File: src/rtl/led_game_core.sv
// led_game_core: pattern-memory game engine for the LED board.
// A nonzero LFSR pattern is shown on the LEDs. The player then has a fixed
// window to copy it onto the switches. Each hit adds to a BCD score, and
// every POINTS_PER_LEVEL hits raise the level, which shortens the display.
// Ports:
//   clock, reset       - rising-edge clock, synchronous active-high reset
//   start              - level-sensitive game enable (read in IDLE/OVER)
//   switch[N_LEDS]     - raw asynchronous player switches
//   led[N_LEDS]        - LED drive
//   seg_tens, seg_ones - active-low {g,f,e,d,c,b,a} score digits
//   level[4]           - current difficulty level
//   state[3]           - FSM state encoding
//   game_over          - high while in OVER
module led_game_core #(
  parameter int unsigned N_LEDS           = 10,
  parameter logic [15:0] LFSR_SEED        = 16'hACE1,
  parameter int unsigned BASE_SHOW        = 32,
  parameter int unsigned SHOW_STEP        = 4,
  parameter int unsigned BASE_WINDOW      = 64,
  parameter int unsigned MAX_LEVEL        = 7,
  parameter int unsigned POINTS_PER_LEVEL = 4
) (
  input  logic              clock,
  input  logic              reset,
  input  logic              start,
  input  logic [N_LEDS-1:0] switch,
  output logic [N_LEDS-1:0] led,
  output logic [6:0]        seg_tens,
  output logic [6:0]        seg_ones,
  output logic [3:0]        level,
  output logic [2:0]        state,
  output logic              game_over
);

  localparam int unsigned TW = 16;
  localparam int unsigned HW = $clog2(POINTS_PER_LEVEL + 1);
  localparam logic [N_LEDS-1:0] ALT = N_LEDS'(16'h5555);

  typedef enum logic [2:0] {
    S_IDLE  = 3'd0,
    S_GEN   = 3'd1,
    S_CLEAR = 3'd2,
    S_SHOW  = 3'd3,
    S_WAIT  = 3'd4,
    S_HIT   = 3'd5,
    S_OVER  = 3'd6
  } state_e;

  state_e            state_q, state_d;
  logic [N_LEDS-1:0] sw_meta_q, sw_s_q;
  logic [15:0]       lfsr_q, lfsr_d;
  logic [N_LEDS-1:0] pattern_q, pattern_d;
  logic [TW-1:0]     timer_q, timer_d;
  logic [3:0]        tens_q, tens_d, ones_q, ones_d;
  logic [3:0]        level_q, level_d;
  logic [HW-1:0]     hits_q, hits_d;
  logic [4:0]        blink_q, blink_d;
  logic [N_LEDS-1:0] led_q, led_d;
  logic [6:0]        seg_tens_q, seg_ones_q;
  logic              game_over_q, game_over_d;

  logic [15:0]       lfsr_shift;
  logic [31:0]       show_dec;
  logic [TW-1:0]     show_time;

  // Active-low seven-segment decode, {g,f,e,d,c,b,a}.
  function automatic logic [6:0] seg7(input logic [3:0] d);
    case (d)
      4'd0:    seg7 = 7'b1000000;
      4'd1:    seg7 = 7'b1111001;
      4'd2:    seg7 = 7'b0100100;
      4'd3:    seg7 = 7'b0110000;
      4'd4:    seg7 = 7'b0011001;
      4'd5:    seg7 = 7'b0010010;
      4'd6:    seg7 = 7'b0000010;
      4'd7:    seg7 = 7'b1111000;
      4'd8:    seg7 = 7'b0000000;
      4'd9:    seg7 = 7'b0010000;
      default: seg7 = 7'b1111111;
    endcase
  endfunction

  // Fibonacci LFSR step, taps 16,14,13,11.
  assign lfsr_shift = {lfsr_q[14:0], lfsr_q[15] ^ lfsr_q[13] ^ lfsr_q[12] ^ lfsr_q[10]};

  // Display time shrinks with level, never below one cycle.
  assign show_dec  = 32'(level_q) * SHOW_STEP;
  assign show_time = (show_dec >= BASE_SHOW) ? TW'(1) : TW'(BASE_SHOW - show_dec);

  // State and datapath registers.
  always_ff @(posedge clock) begin
    if (reset) begin
      state_q     <= S_IDLE;
      sw_meta_q   <= '0;
      sw_s_q      <= '0;
      lfsr_q      <= LFSR_SEED;
      pattern_q   <= '0;
      timer_q     <= '0;
      tens_q      <= '0;
      ones_q      <= '0;
      level_q     <= '0;
      hits_q      <= '0;
      blink_q     <= '0;
      led_q       <= '0;
      seg_tens_q  <= 7'b1000000;
      seg_ones_q  <= 7'b1000000;
      game_over_q <= 1'b0;
    end else begin
      state_q     <= state_d;
      sw_meta_q   <= switch;
      sw_s_q      <= sw_meta_q;
      lfsr_q      <= lfsr_d;
      pattern_q   <= pattern_d;
      timer_q     <= timer_d;
      tens_q      <= tens_d;
      ones_q      <= ones_d;
      level_q     <= level_d;
      hits_q      <= hits_d;
      blink_q     <= blink_d;
      led_q       <= led_d;
      // Decode the next digits so the score shows one cycle after HIT.
      seg_tens_q  <= seg7(tens_d);
      seg_ones_q  <= seg7(ones_d);
      game_over_q <= game_over_d;
    end
  end

  // Next-state and datapath updates.
  always_comb begin
    state_d   = state_q;
    lfsr_d    = lfsr_q;
    pattern_d = pattern_q;
    timer_d   = timer_q;
    tens_d    = tens_q;
    ones_d    = ones_q;
    level_d   = level_q;
    hits_d    = hits_q;
    blink_d   = '0;
    case (state_q)
      S_IDLE: begin
        if (start) begin
          state_d = S_GEN;
          tens_d  = '0;
          ones_d  = '0;
          level_d = '0;
          hits_d  = '0;
        end
      end
      S_GEN: begin
        lfsr_d = lfsr_shift;
        if (lfsr_shift[N_LEDS-1:0] != '0) begin
          pattern_d = lfsr_shift[N_LEDS-1:0];
          state_d   = S_CLEAR;
        end
      end
      S_CLEAR: begin
        if (sw_s_q == '0) begin
          timer_d = show_time;
          state_d = S_SHOW;
        end
      end
      S_SHOW: begin
        if (timer_q <= TW'(1)) begin
          timer_d = TW'(BASE_WINDOW);
          state_d = S_WAIT;
        end else begin
          timer_d = timer_q - TW'(1);
        end
      end
      S_WAIT: begin
        // A match on the last window cycle still counts as a hit.
        if (sw_s_q == pattern_q) begin
          state_d = S_HIT;
        end else if (timer_q <= TW'(1)) begin
          state_d = S_OVER;
        end else begin
          timer_d = timer_q - TW'(1);
        end
      end
      S_HIT: begin
        state_d = S_GEN;
        if (!(tens_q == 4'd9 && ones_q == 4'd9)) begin
          if (ones_q == 4'd9) begin
            ones_d = '0;
            tens_d = tens_q + 4'd1;
          end else begin
            ones_d = ones_q + 4'd1;
          end
        end
        if (hits_q + HW'(1) == HW'(POINTS_PER_LEVEL)) begin
          hits_d = '0;
          if (level_q < 4'(MAX_LEVEL)) begin
            level_d = level_q + 4'd1;
          end
        end else begin
          hits_d = hits_q + HW'(1);
        end
      end
      S_OVER: begin
        blink_d = blink_q + 5'd1;
        if (!start) begin
          state_d = S_IDLE;
        end
      end
      default: state_d = S_IDLE;
    endcase
  end

  // Output decode from the upcoming state so outputs register with it.
  always_comb begin
    led_d       = '0;
    game_over_d = 1'b0;
    case (state_d)
      S_SHOW: led_d = pattern_d;
      S_HIT:  led_d = '1;
      S_OVER: begin
        game_over_d = 1'b1;
        led_d       = blink_d[4] ? ~ALT : ALT;
      end
      default: led_d = '0;
    endcase
  end

  assign led       = led_q;
  assign seg_tens  = seg_tens_q;
  assign seg_ones  = seg_ones_q;
  assign level     = level_q;
  assign state     = state_q;
  assign game_over = game_over_q;

endmodule

File: config.mk
export PLATFORM = sky130hd
export DESIGN_NAME = led_game_core
export DESIGN_NICKNAME = d
export VERILOG_FILES = /design/src/rtl/led_game_core.sv
export SDC_FILE = /design/constraint.sdc
export NUM_CORES = 1
export LEC_CHECK = 0
export ABC_AREA = 1
export BUFFER_PORTS_ARGS = -buffer_cell sky130_fd_sc_hd__buf_2
export CAP_MARGIN = 20
export CORE_ASPECT_RATIO = 1.2
export CORE_MARGIN = 2
export CORE_UTILIZATION = 50
export CTS_BUF_LIST = sky130_fd_sc_hd__clkbuf_8
export DETAILED_ROUTE_END_ITERATION = 16
export HOLD_SLACK_MARGIN = 0.03
export PLACE_DENSITY = 0.69
export SLEW_MARGIN = 20
export SYNTH_ARGS = -nofsm -noshare
export SYNTH_HDL_FRONTEND = slang
export SYNTH_SLANG_ARGS = --single-unit
File: constraint.sdc
create_clock -name clock -period 2.47 [get_ports clock]
set_input_delay 0.6175 -clock clock [delete_from_list [all_inputs] [get_ports clock]]
set_output_delay 0.6175 -clock clock [all_outputs]
set_load 0.02 [all_outputs]
==> flow_summary_export.csv, run 1 <==
group,metric,value,unit
synthesis,synth-xor-area-share,2.296,%
setup_path,r2r_start,"ones_q[0]$_SDFF_PP0_",
setup_path,cp_max_fo,6,
setup_path,ff2ff_path_depth,12,
placement,place_inst,889,
min_path,hold_end,"sw_s_q[1]$_SDFF_PP0_",
min_path,holdCritPathClass,"flop to flop",
detailed_routing,drt-initial-drc-count,193,
synthesis,ys_seq_elements,110,
sta,max_freq,448.7,MHz
die,core_area,10470,um2
cells_and_area,final_cells,905,
cells_and_area,multi_input_area,2554,um2
cells_and_area,antenna_cells,0,
power,power_frac_seq,50.1,%
synthesis,synth_top_family_by_area,"simple AND/OR/NAND/NOR gates",
detailed_routing,ant_nets,0,
clock_tree,post_cts_resize_count,0,
synthesis,synth_area_leaders,"dfxtp_1 41%, nand2_1 8.6%, inv_1 8.0%, nor2_1 6.5%, a21oi_1 5.0%",
setup_path,crit_path_end_kind,"flop",
synthesis,synthAdderAreaFrac,4.920,%
synthesis,synth_most_common_cell,"nand2_1",
synthesis,synth.top_cell.area_share,41.24,%
sta,finalHoldViolations,0,
cells_and_area,ff_latch_area,2202,um2
detailed_routing,dr.pass1.iters,5,
synthesis,ys_warn_count,0,
power,pwr-share-clk,29.1,%
sta,worst_slew_pin_slew,0.4044,ns
power,p_switching,1.255,mW
synthesis,synth_seq_area_share,41.24,%
power,swShare,32.08,%
synthesis,synth-edff-count,0,
clock_tree,root_buffer,"clkbuf_8",
synthesis,yosysTopAreaCell,"dfxtp_1",
clock_tree,cts_buffer_depth,2,
synthesis,synthSimpleGateAreaFrac,27.84,%
setup_path,cp.required,2.73,ns
setup_path,r2r-end,"seg_ones[0]$_SDFF_PP0_",
die,rows,41,
sta,min_period_over_period,90.23,%
sta,tns,0,ns
detailed_routing,wl_per_cell,11.77,um
grt,grt_pass1_vias,4128,
clock_tree,numCtsBuffers,9,
setup_path,path_class,"flop to flop",
grt,overflow,0,
clock_tree,insertion_delay,0.38,ns
die,dieHeight,117.2,um
clock_tree,cts-htree-levels,3,
sta,fin_crit,2.229,ns
power,power_density,662.8,nW/um2
setup_path,arrival,2.49,ns
synthesis,synthTopCellsByCount,"122 x nand2_1, 114 x inv_1, 110 x dfxtp_1, 93 x nor2_1, 53 x a21oi_1",
detailed_routing,viasPerCell,5.022,
cells_and_area,fin_nets,805,
synthesis,synth-async-reset-ratio,0,%
setup_path,cp-start-kind,"flop",
synthesis,synth_fp_nets,760,
min_path,hold_depth,2,
grt,grt_max_degree,38,
clock_tree,hold_buffers,0,
placement,dp_hpwl,7.906,mm
grt,grt_pass1_wl,18.08,mm
detailed_routing,drc,0,
run_status,status,"finished, final reports clean",
power,vdd_drop_max,0.3073,mV
synthesis,synth_compound_area_share,12.61,%
grt,grt_usage,19.11,%
detailed_routing,vias,4545,
synthesis,syn_inst,726,
synthesis,yosysUniqueCellTypes,46,
placement,port_buffers,44,
sta,rsz0062_at_grt,"false",
power,comb_power_share,20.8,%
die,start_util,51.03,%
setup_path,reg2reg_slack,0.24,ns
cells_and_area,drive_gt1_share,15.85,%
cells_and_area,n_fill_cell,996,
sta,drv_slew,0,
sta,finalSetupViolCount,0,
synthesis,synth_flop_cell,"dfxtp_1",
synthesis,syn_area,5340,um2
cells_and_area,area_growth,10.50,%
synthesis,syn_avg_cell_area,7.356,um2
clock_tree,cts_sinks,110,
placement,globalplace.congestion,0.8870,
die,die_width,98.34,um
clock_tree,post-cts-setup-buffers,0,
power,p_int,2.656,mW
die,dieArea,11530,um2
sta,maxSlewHeadroom,72.75,%
sta,clock_skew,0.01047,ns
grt,antenna_found_initial,0,
job,maxCapViolCount,0,
die,io-pin-count,45,
min_path,hp-start,"sw_meta_q[1]$_SDFF_PP0_",
power,power.leakage,2.881,nW
clock_tree,clk_pin_slew,0.10,ns
synthesis,muxShareOfSynthArea,0,%
detailed_routing,finalWirelength,10.66,mm
clock_tree,cts_tree,"built",
## per-stage QoR
step | total power [mW] | area [um2] | setup slack (ns) | hold slack [ns] | utilization, %
floorplan | 2.642 | 5340 | 0.2934 | 0.3883 | -
global placement | 2.793 | 5678 | 0.2605 | 0.3909 | 54.26
detailed placement | 2.811 | 5678 | 0.08640 | 0.3983 | 54.26
CTS | 3.947 | 5892 | 0.08493 | 0.4105 | 56.30
global route | 4.138 | 5901 | 0.03254 | 0.4187 | 56.38
finish | 3.911 | 5901 | 0.2414 | 0.4094 | 56.38
## per-layer routing
metal | track usage, % | wire length (um)
met5 | 0 | 0
met2 | 33.33 | 5163
met3 | 3.444 | 460
met1 | 22.67 | 4741
met4 | 9.863 | 290
## worst max-delay path, cell delays in order (launching register included)
cell	delay, ns
dfxtp_1	0.39
ha_1	0.16
nand2_1	0.09
nor2_4	0.17
nand4_1	0.15
o21ai_2	0.19
nand2_1	0.09
o21ai_2	0.13
inv_2	0.10
ha_1	0.18
or2_2	0.30
o211ai_1	0.09
a21oi_1	0.09
## layout by cell type (no fill, tap or decap), drive strengths merged
| cell | instances |
|---|---|
| dfxtp | 110 |
| o21bai | 3 |
| nand2 | 129 |
| nand4 | 9 |
| o211ai | 6 |
| nand3b | 1 |
| a41oi | 2 |
| or2 | 7 |
| nor3b | 1 |
| xnor2 | 4 |
| and3 | 1 |
| a31oi | 2 |
| clkbuf | 10 |
| bufinv | 1 |
| nor3 | 6 |
| inv | 130 |
| o22ai | 2 |
| buf | 51 |
| clkinv | 2 |
| o31ai | 1 |
| o21ai | 49 |
| clkinvlp | 2 |
| a211oi | 2 |
| a22oi | 1 |
| nand3 | 51 |
| xor2 | 10 |
| ha | 21 |
| nor2 | 109 |
| a21oi | 53 |
## cells by family after synthesis
family	Yosys count
AND/OR/NAND/NOR	314
buffers and inverters	146
AO/OA/AOI/OAI	121
flip-flops	110
adder cells (fa/ha/maj)	21
XOR/XNOR	14
## state kept, by name (all words and copies together), names as in the netlist, 4 cells and up
name	flops
ones_q	4
led	10
seg_ones	7
lfsr_q	16
timer_q	16
tens_q	4
pattern_q	10
blink_q	5
sw_meta_q	10
seg_tens	7
level	4
sw_s_q	10
## power by group through the flow
stage	combinational [mW]	sequential [mW]	clock (mW)
2_1_floorplan	0.640	2.00	0
3_3_place_gp	0.796	2.00	0
3_5_place_dp	0.811	2.00	0
4_1_cts	0.815	1.96	1.17
5_1_grt	0.928	1.98	1.23
6_report	0.814	1.96	1.14
## layout make-up
| cell class | instances | area share (%) |
|---|---|---|
| Multi-Input combinational cell | 470 | 43.28 |
| Tap cell | 129 | 2.735 |
| Inverter | 129 | 8.418 |
| Sequential cell | 110 | 37.32 |
| Timing Repair Buffer | 51 | 4.623 |
| Clock buffer | 10 | 2.332 |
| Clock inverter | 6 | 1.293 |
## worst max-delay path by stage
stage	from	end	depth (start not counted)	slack, ns
final	ones_q[0]$_SDFF_PP0_	seg_ones[0]$_SDFF_PP0_	12	0.24
after floorplan	state[2]$_SDFF_PP0_	seg_tens[0]$_SDFF_PP0_	11	0.29
after detailed placement	ones_q[1]$_SDFF_PP0_	seg_ones[0]$_SDFF_PP0_	13	0.09
after CTS	ones_q[1]$_SDFF_PP0_	seg_ones[0]$_SDFF_PP0_	13	0.08
after global placement	ones_q[0]$_SDFF_PP0_	seg_ones[0]$_SDFF_PP0_	12	0.26
after global routing	ones_q[1]$_SDFF_PP0_	seg_ones[0]$_SDFF_PP0_	13	0.03
(Power assumes the default switching activity.)
==> inputs of run 2 (changes only) <==
--- a/config.mk
+++ b/config.mk
@@ -11,10 +11,10 @@
 export CORE_ASPECT_RATIO = 1.2
 export CORE_MARGIN = 2
 export CORE_UTILIZATION = 50
-export CTS_BUF_LIST = sky130_fd_sc_hd__clkbuf_8
 export DETAILED_ROUTE_END_ITERATION = 16
 export HOLD_SLACK_MARGIN = 0.03
 export PLACE_DENSITY = 0.69
+export SETUP_SLACK_MARGIN = 0.05
 export SLEW_MARGIN = 20
 export SYNTH_ARGS = -nofsm -noshare
 export SYNTH_HDL_FRONTEND = slang
==> flow_summary_export.csv, run 2 (same netlist as run 1, synthesis figures left out) <==
group,metric,value,unit
grt,grt_pass1_vias,4155,
sta,finalSetupViolCount,0,
clock_tree,root_buffer,"clkbuf_16",
sta,drv_slew,0,
detailed_routing,vias,4531,
cells_and_area,reg.largest.list,"lfsr_q x16, timer_q x16",
clock_tree,cts-htree-levels,3,
setup_path,cp.required,2.69,ns
sta,min_period_over_period,92.08,%
sta,finalHoldViolations,0,
setup_path,cp-start-kind,"flop",
die,dieArea,11530,um2
cells_and_area,layout_common_cells,"122 x nand2_1, 113 x inv_1, 109 x dfxtp_1, 93 x nor2_1, 53 x a21oi_1",
setup_path,crit_path_end_kind,"flop",
placement,dpl-instance-area,5678,um2
sta,clock_skew,0.007145,ns
sta,max_freq,439.7,MHz
cells_and_area,final_cells,907,
sta,rsz0062_at_grt,"false",
detailed_routing,drt-initial-drc-count,191,
die,dieHeight,117.2,um
power,power.leakage,2.936,nW
detailed_routing,dr.pass1.iters,5,
die,rows,41,
die,die_width,98.34,um
detailed_routing,finalWirelength,10.70,mm
detailed_routing,viasPerCell,4.996,
power,vdd_drop_max,0.4305,mV
placement,port_buffers,44,
setup_path,ff2ff_path_depth,12,
job,maxCapViolCount,0,
die,start_util,51.03,%
clock_tree,hold_buffers,0,
sta,maxSlewHeadroom,73.22,%
sta,fin_ws,0.1956,ns
cells_and_area,antenna_cells,0,
clock_tree,cts_sinks,110,
power,power_density,711.2,nW/um2
grt,antenna_found_initial,0,
placement,globalplace.congestion,0.8870,
placement,dp_worst_setup_slack,0.08640,ns
sta,worst_slew_pin_slew,0.3975,ns
placement,place_inst,889,
run_status,status,"finished, final reports clean",
min_path,holdCritPathClass,"flop to flop",
die,io-pin-count,45,
clock_tree,numCtsBuffers,9,
min_path,hold_depth,2,
sta,hold_slack,0.3998,ns
cells_and_area,drive_gt1_share,16.20,%
grt,grt_usage,19.03,%
grt,grt_pass1_wl,18.17,mm
cells_and_area,area_growth,12.70,%
cells_and_area,layout_commonest_cell,"nand2_1",
setup_path,arrival,2.50,ns
detailed_routing,drc,0,
clock_tree,cts_buffer_depth,2,
clock_tree,insertion_delay,0.35,ns
cells_and_area,final_cell_area,6018,um2
cells_and_area,fin_nets,807,
die,core_area,10470,um2
setup_path,path_class,"flop to flop",
clock_tree,cts_tree,"built",
placement,dp_hpwl,7.906,mm
grt,grt_max_degree,38,
setup_path,cp_max_fo,9,
detailed_routing,ant_nets,0,
detailed_routing,wl_per_cell,11.80,um
grt,overflow,0,
clock_tree,clk_pin_slew,0.07,ns
sta,tns,0,ns
sta,fin_crit,2.274,ns
[run 2: changes by cell type in the layout (fill, tap and decap cells not counted)]
cell	delta
dfxtp_2	+1
clkbuf_8	-9
clkbuf_16	+9
dfxtp_1	-1
buf_4	+2
[run 2: where the power goes]
group | total [mW] | switching [mW] | internal (mW)
registers | 1.96 | 0.0818 | 1.88
logic | 0.820 | 0.551 | 0.269
clock network | 1.50 | 0.670 | 0.830
total | 4.28 | 1.30 | 2.98
[run 2: timing repair]
action | 4_1_cts | 5_1_grt
resized for setup | 0 | 4
setup endpoints to repair | 0 | 6
setup buffers | 0 | 2
[run 2: metal layers]
layer | routed length [um] | GRT usage [%]
met4 | 215 | 7.215
met2 | 5255 | 33.70
met5 | 0 | 0
met1 | 4729 | 22.77
met3 | 502 | 4.157
[run 2: metrics by stage]
step,total power [mW],utilization [%]
after floorplan,2.642,-
after global placement,2.793,54.26
after detailed placement,2.811,54.26
after CTS,4.301,57.27
after global routing,4.504,57.51
final,4.280,57.51
[run 2: critical path, cell delays in order (launching register included)]
cell and delay (ns):
dfxtp_1 0.45, nand2_4 0.12, nor2_8 0.18, inv_6 0.07, nand2_8 0.09, o21ai_2 0.07, buf_4 0.13, o21ai_2 0.22
inv_1 0.13, ha_1 0.21, or2_2 0.30, o211ai_1 0.09, a21oi_1 0.09
[run 2: worst paths after layout]
kind                                         startpoint                     end  slack (ns)
worst min-delay path            sw_meta_q[4]$_SDFF_PP0_    sw_s_q[4]$_SDFF_PP0_        0.40
worst max-delay path                state[0]$_SDFF_PP0_  seg_ones[0]$_SDFF_PP0_        0.20
worst min register to register  sw_meta_q[4]$_SDFF_PP0_    sw_s_q[4]$_SDFF_PP0_        0.40
worst max register to register      state[0]$_SDFF_PP0_  seg_ones[0]$_SDFF_PP0_        0.20
[run 2: final cells by class]
cell class                 instances  area, um2
clock buffer                      10      239.0
clock inverter                     6      76.32
fill                             983       4447
inverter                         129      496.7
multi-input combinational        470       2554
sequential                       110       2203
tap                              129      161.4
timing repair buffer              53      287.8
